File: src/rtl/jtframe_rom_nslots.sv
// Multi-slot ROM read arbiter: each slot keeps a one-word cache and misses are fetched from SDRAM.
// Define JTFRAME_ROM_RR_EN for round-robin arbitration; the default is fixed priority with the lowest slot winning.
module jtframe_rom_nslots #(
  parameter int SDRAMW = 22,
  parameter int SLOTS  = 4,
  parameter int AW     = 20,
  parameter int DW     = 16,
  parameter logic [SLOTS*SDRAMW-1:0] OFFSETS = '0
) (
  input  logic                    clk,
  input  logic                    rst,
  input  logic [SLOTS*AW-1:0]     slot_addr,
  input  logic [SLOTS-1:0]        slot_cs,
  output logic [SLOTS*DW-1:0]     slot_dout,
  output logic [SLOTS-1:0]        slot_ok,
  output logic                    sdram_req,
  input  logic                    sdram_ack,
  output logic [SDRAMW-1:0]       sdram_addr,
  input  logic                    data_dst,
  input  logic                    data_rdy,
  input  logic [15:0]             data_read
);
  localparam int TW = (DW == 8) ? AW-1 : AW;
  localparam int IW = (SLOTS > 1) ? $clog2(SLOTS) : 1;

  typedef enum logic [1:0] {IDLE, WAIT_ACK, WAIT_DATA} state_t;

  state_t state, state_nxt;

  logic [SLOTS-1:0][TW-1:0]     waddr, tags;
  logic [SLOTS-1:0][15:0]       cache;
  logic [SLOTS-1:0][SDRAMW-1:0] offs;
  logic [SLOTS-1:0]             valid, pending;
  logic [IW-1:0]                winner, pick, pick_lo;
  logic [TW-1:0]                cap_tag;
  logic                         found;
`ifdef JTFRAME_ROM_RR_EN
  logic [IW-1:0]                last, pick_hi;
  logic                         found_hi;
`endif

  logic unused_dst;
  assign unused_dst = data_dst;

  generate
    for (genvar n = 0; n < SLOTS; n++) begin : g_slot
      logic [AW-1:0] a;
      assign a       = slot_addr[n*AW +: AW];
      assign offs[n] = OFFSETS[n*SDRAMW +: SDRAMW];
      if (DW == 8) begin : g_byte
        assign waddr[n]             = a[AW-1:1];
        assign slot_dout[n*DW +: DW] = a[0] ? cache[n][15:8] : cache[n][7:0];
      end else begin : g_word
        assign waddr[n]             = a;
        assign slot_dout[n*DW +: DW] = cache[n][DW-1:0];
      end
      assign slot_ok[n] = slot_cs[n] & valid[n] & (tags[n] == waddr[n]);
      assign pending[n] = slot_cs[n] & ~slot_ok[n];
    end
  endgenerate

  // Downward scan: the last assignment is the lowest pending index (above
  // the previous winner, for the round-robin candidate).
  always_comb begin
    found   = 1'b0;
    pick_lo = '0;
`ifdef JTFRAME_ROM_RR_EN
    found_hi = 1'b0;
    pick_hi  = '0;
`endif
    for (int i = SLOTS-1; i >= 0; i--) begin
      if (pending[i]) begin
        found   = 1'b1;
        pick_lo = IW'(i);
      end
`ifdef JTFRAME_ROM_RR_EN
      if (pending[i] && (IW'(i) > last)) begin
        found_hi = 1'b1;
        pick_hi  = IW'(i);
      end
`endif
    end
`ifdef JTFRAME_ROM_RR_EN
    pick = found_hi ? pick_hi : pick_lo;
`else
    pick = pick_lo;
`endif
  end

  always_ff @(posedge clk) begin
    if (rst) state <= IDLE;
    else     state <= state_nxt;
  end

  always_comb begin
    state_nxt = state;
    case (state)
      IDLE:      if (found)     state_nxt = WAIT_ACK;
      WAIT_ACK:  if (sdram_ack) state_nxt = WAIT_DATA;
      WAIT_DATA: if (data_rdy)  state_nxt = IDLE;
      default:                  state_nxt = IDLE;
    endcase
  end

  // The tag is captured at request time so a mid-access address change
  // leaves the slot missing and it simply refetches.
  always_ff @(posedge clk) begin
    if (rst) begin
      sdram_req  <= 1'b0;
      sdram_addr <= '0;
      valid      <= '0;
      tags       <= '0;
      cache      <= '0;
      winner     <= '0;
      cap_tag    <= '0;
`ifdef JTFRAME_ROM_RR_EN
      last       <= IW'(SLOTS-1);
`endif
    end else begin
      case (state)
        IDLE: if (found) begin
          winner     <= pick;
          cap_tag    <= waddr[pick];
          sdram_addr <= SDRAMW'(waddr[pick]) + offs[pick];
          sdram_req  <= 1'b1;
`ifdef JTFRAME_ROM_RR_EN
          last       <= pick;
`endif
        end
        WAIT_ACK: if (sdram_ack) sdram_req <= 1'b0;
        WAIT_DATA: if (data_rdy) begin
          valid[winner] <= 1'b1;
          tags[winner]  <= cap_tag;
          cache[winner] <= data_read;
        end
        default: sdram_req <= 1'b0;
      endcase
    end
  end
endmodule

File: config.mk
export PLATFORM = sky130hd
export DESIGN_NAME = jtframe_rom_nslots
export DESIGN_NICKNAME = d
export VERILOG_FILES = /design/src/rtl/jtframe_rom_nslots.sv
export SDC_FILE = /design/constraint.sdc
export NUM_CORES = 1
export LEC_CHECK = 0
export BUFFER_PORTS_ARGS = -buffer_cell sky130_fd_sc_hd__clkbuf_2
export CAP_MARGIN = 40
export CORE_MARGIN = 3
export CORE_UTILIZATION = 45
export CTS_CLUSTER_DIAMETER = 100
export DETAILED_ROUTE_END_ITERATION = 7
export GPL_ROUTABILITY_DRIVEN = 0
export PLACE_DENSITY = 0.81
export SYNTH_ARGS = -nofsm -noshare
export SYNTH_HDL_FRONTEND = slang
export SYNTH_SLANG_ARGS = --single-unit
File: constraint.sdc
create_clock -name clk -period 2.6 [get_ports clk]
set_clock_uncertainty 0.05 [all_clocks]
set_input_delay 0.13 -clock clk [delete_from_list [all_inputs] [get_ports clk]]
set_output_delay 0.13 -clock clk [all_outputs]
set_load 0.01 [all_outputs]
==> flow_summary_export.csv <==
group,metric,value,unit
route,avgViaCountPerCell,5.50,
pwr,power.switching,0.00163,W
synth,synthTopCellsByArea,"dfxtp_1 46%, nand2_1 15%, a21oi_1 9.8%",
floorplan,ioPinCount,196,
pwr,p_int,0.00454,W
sta,finalCritPeriodShare,105,%
route,final_antenna_net_count,0,
global_routing,antenna_found_initial,0,
setup_path,r2r_slack,-130,ps
setup_path,worstSetupEndpointType,"register",
min_path,hold_path_end,"sdram_addr[12]",
cts,htreeDepth,4,
route,vias,7442,
final_layout,nFillCells,1335,
pwr,power.share.clock,44.2,%
cts,cts_made_buffers,17,
final_layout,fin_cells,1353,
cts,cts_root_buf,"clkbuf_16",
synth,synth.top_cells.by_count,"294 x nand2_1, 173 x dfxtp_1, 147 x a21oi_1",
pwr,p_seq_share,45.3,%
final_layout,n_antenna_cell,0,
pwr,vdd_drop_max,0.471,mV
setup_path,crit_type,"reg -> reg",
synth,yosys_warnings,0,
setup_path,startpoint_type,"register",
setup_path,crit_family,"compound AO/OA/AOI/OAI gates",
cts,cts_tree,"built",
sta,max_freq,366,MHz
cts,clock_path_buffers,2,
setup_path,required,2830,ps
placement,dp_hpwl,17300,µm
pwr,switching_share,26.4,%
sta,maxSlewHeadroom,65.6,%
global_routing,grt_overflow,0,
synth,synthCells,914,
synth,ys_ff_latch,173,
floorplan,core_region_area,16100,µm²
synth,synth_edf_count,0,
cts,clock_latency,430,ps
route,routed_wl,24900,µm
synth,yosys.area.top_type,"dfxtp_1",
pwr,power.density,622,nW/µm²
final_layout,drive_above_1_share,26.5,%
floorplan,die_area,18300,µm²
floorplan,dieWidth,135,µm
final_layout,multiInputGateArea,4010,µm²
setup_path,regToRegStartpoint,"tags[15]",
sta,grt_setup_unrepaired,"yes",
route,wire_per_inst,18.4,µm
job,drv_cap,0,
setup_path,worstPathArrival,2960,ps
min_path,whs_path_depth,3,
setup_path,rr_worst_depth,9,
sta,fin_ws,-132,ps
sta,fin_crit,2730,ps
pwr,p_comb_share,10.5,%
setup_path,path_cells,"xor2_1 > nor4_1 > nand4_1 > o41a_4 > a211oi_4 > buf_4 > buf_16 > mux2i_1 > o221ai_1",
min_path,hold_class,"in -> reg",
floorplan,rows,46,
route,firstDrtPassIters,5,
synth,synth_ff_type,"dfxtp_1",
sta,slew_viol_final,0,
synth,synth_compound_area_share,14.0,%
synth,netlist_area,7520,µm²
pwr,p_leak,3.77,nW
setup_path,crit_fanout,12,
final_layout,nets,1229,
final_layout,syn2layout_area_growth,31.7,%
synth,synthAdderAreaFrac,0,%
placement,numPortBuffers,192,
synth,ys_seq_area_share,46.0,%
final_layout,final_util,61.5,%
route,drt_iter0_markers,598,
synth,synth_most_common_cell,"nand2_1",
setup_path,path_buf_inv,2,
global_routing,grt_pass1_vias,7031,
synth,synth_top_family_by_area,"simple AND/OR/NAND/NOR gates",
sta,hold_viol,0,
synth,synth_mux_area_share,5.32,%
cts,clk_pin_slew_worst_paths,70,ps
placement,detailed_place.area,8800,µm²
synth,synth.top_cell.area_share,46.0,%
synth,yosys.area_share.simple,21.5,%
cts,clock_sinks,173,
synth,async_flop_share,0,%
final_layout,stdcell_area,9910,µm²
placement,post-place-cells,1296,
global_routing,grt_max_degree,89,
min_path,min_from,"slot_addr[32]",
synth,ys_types,40,
final_layout,ff_latch_area,3470,µm²
sta,worstMarginPinSlew,516,ps
setup_path,crit_path_max_incr_delay,420,ps
global_routing,grt.total_usage,26.2,%
pwr,finalPower,0.00617,W
setup_path,crit_slowest_cell,"o41a_4",
run_status,violations,"setup timing",
synth,synth_xor_xnor_area_share,9.31,%
floorplan,initial_core_util,46.7,%
route,drc,0,
floorplan,die_h,135,µm
synth,syn_area_per_cell,8.23,µm²
run_status,status,"finished with violations",
sta,setup_viol,8,
global_routing,grt_pass1_wl,37500,µm
setup_path,timing.rr.end,"sdram_addr[8]",
==> per-layer routing <==
layer | GRT usage [%] | part of all wire, % | wire length (µm)
met1 | 33.6 | 39 | 9780
met2 | 42.2 | 47 | 11800
met3 | 6.05 | 9.4 | 2350
met4 | 11.6 | 3.9 | 977
met5 | 0 | 0 | 0
==> cells by family after synthesis <==
family,after synthesis
XOR/XNOR,80
AND/OR/NAND/NOR,378
flip-flops,173
AO/OA/AOI/OAI,180
buffers and inverters,62
other,1
multiplexers,40
==> metrics by stage <==
stage | TNS, ps | hold WS (ps) | worst slack (ps)
after floorplan | 0 | 216 | 290
after global placement | 0 | 348 | 26.6
after detailed placement | -44.1 | 351 | -25.5
after CTS | 0 | 5.77 | 0.663
after global routing | -2460 | 24.0 | -229
final | -283 | 23.7 | -132
==> layout make-up <==
| class | instances | area share (%) |
|---|---|---|
| inverters | 2 | 0.0757 |
| clock inverters | 15 | 2.02 |
| repair buffers | 250 | 15.5 |
| multi-input cells | 680 | 40.4 |
| clock buffers | 17 | 4.29 |
| well taps | 216 | 2.73 |
| flip-flops and latches | 173 | 35.0 |
==> worst max path at each step <==
stage | cells past startpoint | from | slack [ps] | to
floorplan | 8 | tags[15] | 290 | sdram_addr[18]
global placement | 8 | tags[16] | 30 | sdram_addr[18]
detailed placement | 8 | tags[16] | -30 | sdram_addr[2]
CTS | 9 | tags[16] | 0.7 | sdram_addr[11]
global route | 9 | tags[18] | -230 | sdram_addr[8]
finish | 9 | tags[15] | -130 | sdram_addr[8]
==> power by group through the flow <==
stage,sequential [W],clock [W],combinational [W]
after global placement,0.00285,0,0.000553
after floorplan,0.00283,0,0.000274
after detailed placement,0.00285,0,0.000562
final,0.00280,0.00272,0.000649
after CTS,0.00279,0.00274,0.000605
after global routing,0.00280,0.00287,0.000689
==> state kept, by name, summed over array words and instances (netlist names) <==
register	count
slot_dout	64
sdram_req	1
winner	2
state	2
sdram_addr	20
tags	80
valid	4
==> worst min-delay path, delay by kind of cell <==
kind            cells  cell delay (ps)
buf+inv             1              100
compound gates      1              170
mux                 1               60
==> what timing repair did <==
action,4_1_cts,5_1_grt
setup endpoints to repair,10,23
hold buffers,19,0
hold endpoints to repair,68,0
setup buffers,3,2
pin swaps,3,5
gates cloned,1,1
resized for setup,9,30
==> cell usage in the layout (no fill, tap or decap), types with 4 or more instances in the layout <==
master,instances
mux2i_4,6
o221ai_1,17
xor2_1,26
mux2i_1,26
xnor2_1,45
dlygate4sd3_1,19
clkbuf_16,18
a21oi_1,147
nand3b_1,22
nor2_1,18
inv_6,6
dfxtp_1,171
nand4_1,16
nor4_2,4
buf_12,4
mux2i_2,8
nor3_1,5
xnor2_2,9
clkbuf_2,191
nand3_1,4
buf_4,33
nand2_1,294
Power figures use the tool's default switching activity.
